### src/rtl/csa_add_scheduler.sv
// csa_add_scheduler: time-shares one external 8-bit adder between two requesters.
// Operands are walked through the adder LSB-byte first with the carry chained in a
// register; arbitration is round-robin with one operation in flight at a time.
module csa_add_scheduler #(
  parameter int unsigned NBYTES = 4
) (
  input  logic                  clk,
  input  logic                  rst,
  input  logic                  req0,
  input  logic [8*NBYTES-1:0]   a0,
  input  logic [8*NBYTES-1:0]   b0,
  input  logic                  sub0,
  input  logic                  req1,
  input  logic [8*NBYTES-1:0]   a1,
  input  logic [8*NBYTES-1:0]   b1,
  input  logic                  sub1,
  output logic                  done0,
  output logic                  done1,
  output logic [8*NBYTES-1:0]   result,
  output logic                  cout_out,
  output logic                  ovf,
  output logic                  busy,
  output logic [7:0]            add_x,
  output logic [7:0]            add_y,
  output logic                  add_cin,
  input  logic [7:0]            add_sum,
  input  logic                  add_cout
);

  localparam int unsigned IW = $clog2(NBYTES);
  localparam logic [IW-1:0] LastIdx = IW'(NBYTES - 1);

  typedef enum logic [1:0] {StIdle, StRun, StDone} state_e;

  state_e                   state_q;
  logic [NBYTES-1:0][7:0]   a_q;
  logic [NBYTES-1:0][7:0]   b_q;       // already inverted for subtraction
  logic [NBYTES-1:0][7:0]   result_q;
  logic [IW-1:0]            idx_q;
  logic                     sub_q;
  logic                     carry_q;
  logic                     grant_q;   // requester currently being served
  logic                     last_grant_q;
  logic                     cout_q;
  logic                     ovf_q;
  logic                     done0_q;
  logic                     done1_q;

  logic                     gnt_sel;

  // Pick a requester: the sole asker, or on a tie the one not served last.
  always_comb begin
    gnt_sel = 1'b0;
    if (req0 && req1) begin
      gnt_sel = ~last_grant_q;
    end else begin
      gnt_sel = req1;
    end
  end

  // Present the current byte pair to the adder; idle outside RUN.
  always_comb begin
    add_x   = '0;
    add_y   = '0;
    add_cin = 1'b0;
    if (state_q == StRun) begin
      add_x   = a_q[idx_q];
      add_y   = b_q[idx_q];
      add_cin = (idx_q == '0) ? sub_q : carry_q;
    end
  end

  // Sequencer FSM with registered results and done pulses.
  always_ff @(posedge clk) begin
    if (rst) begin
      state_q      <= StIdle;
      a_q          <= '0;
      b_q          <= '0;
      result_q     <= '0;
      idx_q        <= '0;
      sub_q        <= 1'b0;
      carry_q      <= 1'b0;
      grant_q      <= 1'b0;
      last_grant_q <= 1'b1;
      cout_q       <= 1'b0;
      ovf_q        <= 1'b0;
      done0_q      <= 1'b0;
      done1_q      <= 1'b0;
    end else begin
      done0_q <= 1'b0;
      done1_q <= 1'b0;
      unique case (state_q)
        StIdle: begin
          if (req0 || req1) begin
            grant_q <= gnt_sel;
            if (gnt_sel) begin
              a_q   <= a1;
              b_q   <= sub1 ? ~b1 : b1;
              sub_q <= sub1;
            end else begin
              a_q   <= a0;
              b_q   <= sub0 ? ~b0 : b0;
              sub_q <= sub0;
            end
            idx_q   <= '0;
            state_q <= StRun;
          end
        end
        StRun: begin
          result_q[idx_q] <= add_sum;
          carry_q         <= add_cout;
          idx_q           <= idx_q + 1'b1;
          if (idx_q == LastIdx) begin
            cout_q  <= add_cout;
            ovf_q   <= (a_q[NBYTES-1][7] == b_q[NBYTES-1][7]) &&
                       (add_sum[7] != a_q[NBYTES-1][7]);
            done0_q <= ~grant_q;
            done1_q <= grant_q;
            state_q <= StDone;
          end
        end
        StDone: begin
          last_grant_q <= grant_q;
          state_q      <= StIdle;
        end
        default: state_q <= StIdle;
      endcase
    end
  end

  assign result   = result_q;
  assign cout_out = cout_q;
  assign ovf      = ovf_q;
  assign done0    = done0_q;
  assign done1    = done1_q;
  assign busy     = (state_q != StIdle);

endmodule

### config.mk
export PLATFORM = sky130hd
export DESIGN_NAME = csa_add_scheduler
export DESIGN_NICKNAME = d
export VERILOG_FILES = /design/src/rtl/csa_add_scheduler.sv
export SDC_FILE = /design/constraint.sdc
export NUM_CORES = 1
export LEC_CHECK = 0
export CORE_MARGIN = 3
export CORE_UTILIZATION = 49
export DETAILED_ROUTE_END_ITERATION = 8
export PLACE_DENSITY = 0.87
export SKIP_CTS_REPAIR_TIMING = 1
export SLEW_MARGIN = 10
export SYNTH_ARGS = -nofsm -noshare
export SYNTH_HDL_FRONTEND = slang
export SYNTH_SLANG_ARGS = --single-unit
### constraint.sdc
create_clock -name clk -period 3.5 [get_ports clk]
set_input_delay 1.05 -clock clk [delete_from_list [all_inputs] [get_ports clk]]
set_output_delay 1.05 -clock clk [all_outputs]
set_load 0.01 [all_outputs]
==> flow_summary_export.csv, run 1 <==
group,metric,value,unit
placement,dp_slack,587.7,ps
synthesis,yosys.area_share.simple,9.325,%
worst_setup_path,cp_slowest_cell,"mux4_2",
synthesis,synth_xor_area_share,9.877,%
synthesis,synth_top_family_by_area,"multiplexers",
clock_tree,cts.reportedPaths.clkPinSlew,70,ps
timing,finalHoldViolCount,0,
worst_setup_path,worst_r2r_path_depth,6,
global_route,grt_max_degree,74,
floorplanning,die_h,113.6,um
timing,fin_ws,264.0,ps
worst_setup_path,arrival,2190,ps
clock_tree,insertion_delay,340,ps
hold_path,min_path_type,"flop to flop",
run,maxCapViolCount,0,
routing,drt_first_pass_iters,5,
layout,syn_to_final_growth,39.66,%
routing,wl,14980,um
synthesis,synth_enable_flop_cells,0,
synthesis,syn_avg_cell_area,9.888,um2
routing,via_count,4847,
routing,antenna_left,0,
layout,antennaDiodeCount,0,
synthesis,async_flop_share,0,%
layout,final_nets,888,
timing,worst_pin_slew,934.8,ps
worst_setup_path,cp_slowest_stage_delay,540,ps
layout,drive_above_1_share,8.445,%
layout,instances_no_fill,886,
pwr,leakagePower,3.078,nW
synthesis,synth.distinct_cells,35,
floorplanning,start_util,51.23,%
layout,layout_commonest_cell,"clkdlybuf4s50_1",
synthesis,ys_warn_count,0,
timing,slew_headroom,37.68,%
worst_setup_path,crit_type,"flop to output pin",
global_route,grt_most_used_layer,"met2",
synthesis,ys.flop_type,"dfxtp_1",
worst_setup_path,endpoint_kind,"output pin",
timing,fin_skew,9.783,ps
timing,fmax,0.3090,GHz
global_route,grt_pass1_vias,4971,
clock_tree,cts-root-buf,"clkbuf_16",
floorplanning,die_w,113.6,um
floorplanning,coreArea,11080,um2
placement,gp_congestion,0.8605,
clock_tree,htree_levels,3,
global_route,use_met2,40.56,%
timing,final.period_utilization,92.46,%
timing,setup_violations,0,
synthesis,synth-compound-area-share,13.40,%
timing,finalSetupTns,0,ps
routing,remaining_drc_errors,0,
global_route,grt_use_total,23.00,%
pwr,power_density,389.0,nW/um2
floorplanning,rows,38,
global_route,grt_first_pass_wirelength,24360,um
routing,drtIter0Drc,275,
layout,fill_cells,823,
global_route,grt_use_met1,29.60,%
timing,fin_crit,3236,ps
timing,drv_slew,0,
layout,final_cell_mix,"193 x clkdlybuf4s50_1, 108 x dfxtp_1, 92 x mux2i_1, 64 x xor2_1, 52 x nand2_1",
clock_tree,clock_sinks,108,
clock_tree,clock_path_buffers,2,
synthesis,synth-seq-cells,108,
worst_setup_path,path_max_fanout,20,
synthesis,synth_nets,721,
global_route,use_met3,3.342,%
worst_setup_path,cp-start-kind,"flop",
placement,port_buffers,196,
floorplanning,dieArea,12910,um2
global_route,grt_antenna_before_repair,0,
synthesis,synth_area,5675,um2
worst_setup_path,cp_cell_sequence,"buf_4 -> mux4_2 -> nor2b_1 -> clkdlybuf4s50_1",
placement,hpwl,11150,um
synthesis,seq_area_frac_synth,38.10,%
routing,viasPerCell,5.471,
synthesis,synth_adder_area_share,0.8818,%
routing,routedWlPerCell,16.90,um
pwr,ir_drop,0.0002623,V
clock_tree,cts_made_buffers,9,
synthesis,syn_inst,574,
worst_setup_path,required,2450,ps
layout,final_area,7926,um2
synthesis,synthMuxAreaShare,22.57,%
floorplanning,io_pins,197,
global_route,grt_overflow,0,
run_status,status,"completed",
timing,rsz0062_at_grt,"no",
placement,placed_area,7631,um2
clock_tree,cts_tree,"done",
placement,dp_cells,870,
hold_path,hold_path_depth,2,
where the power goes:
| part | internal (mW) | switching [mW] |
|---|---|---|
| combinational | 0.396 | 0.313 |
| sequential | 1.32 | 0.0586 |
| clock | 0.518 | 0.475 |
cell usage after synthesis (6+ instances only):
cell type	number	share of area (%)
dfxtp_1	108	38
mux2i_1	92	16
xor2_1	64	9.9
nand2_1	52	3.4
a21oi_1	45	4.0
o22ai_1	32	3.5
nor2_1	30	2.0
a211oi_1	25	3.3
buf_2	25	2.2
clkbuf_1	16	1.1
mux4_2	16	6.3
nor2b_1	16	1.8
a211oi_2	8	1.8
buf_4	8	1.1
nand3b_1	6	0.79
cells by family (layout without fill, tap and decap cells):
group	count (synthesis)	after routing
simple gates	115	115
flops	108	108
xor+xnor	64	64
compound gates	116	116
mux	108	108
fa+ha+maj	4	4
buf+inv	59	231
area by class of cell:
type / instances / area, um2 / area share, %
clock inverters: 6 / 56.30 / 0.7103
clock buffers: 10 / 239.0 / 3.015
repair buffers: 211 / 2085 / 26.30
inverters: 4 / 15.01 / 0.1894
well taps: 140 / 175.2 / 2.210
flip-flops and latches: 108 / 2162 / 27.28
multi-input cells: 407 / 3194 / 40.30
sequential cells by signal, summed over array words and instances, names as in the netlist:
register      flops
carry_q           1
done0             1
done1             1
b_q              32
sub_q             1
grant_q           1
last_grant_q      1
state_q           2
ovf               1
a_q              32
cout_out          1
result           32
idx_q             2
critical path: cells and delay by family (launching register included):
kind                   cells  cell delay (ps)
buffers and inverters      2              840
muxes                      1              540
and+or+nand+nor            1              140
DFF                        1              310
final timing paths:
path	start	endpoint	slack (ps)
worst max-delay path	idx_q[0]	add_y[3]	260
worst min-delay path	result[30]	result[30]	470
worst max register to register	idx_q[0]	result[7]	1560
worst min register to register	result[30]	result[30]	470
stage by stage:
step | hold WS, ps | utilization, % | power [mW]
2_1_floorplan | 432.5 | - | 1.811
3_3_place_gp | 443.9 | 68.88 | 2.089
3_5_place_dp | 458.1 | 68.88 | 2.117
4_1_cts | 469.0 | 71.55 | 3.102
5_1_grt | 494.7 | 71.55 | 3.220
6_report | 470.0 | 71.55 | 3.083
routing by layer:
layer  up-vias  part of all wire [%]
met2       190                    51
met4         0                   1.1
met3        16                   5.6
met1      2281                    42
li1       2360                     -
met5         -                     0
Note: power is estimated with default switching activity, not from simulation.
==> run 2: changes to the inputs <==
TNS_END_PERCENT = 50   (was not set)
==> results of run 2 <==
Final layout, timing and power as in run 1 (identical DEF).
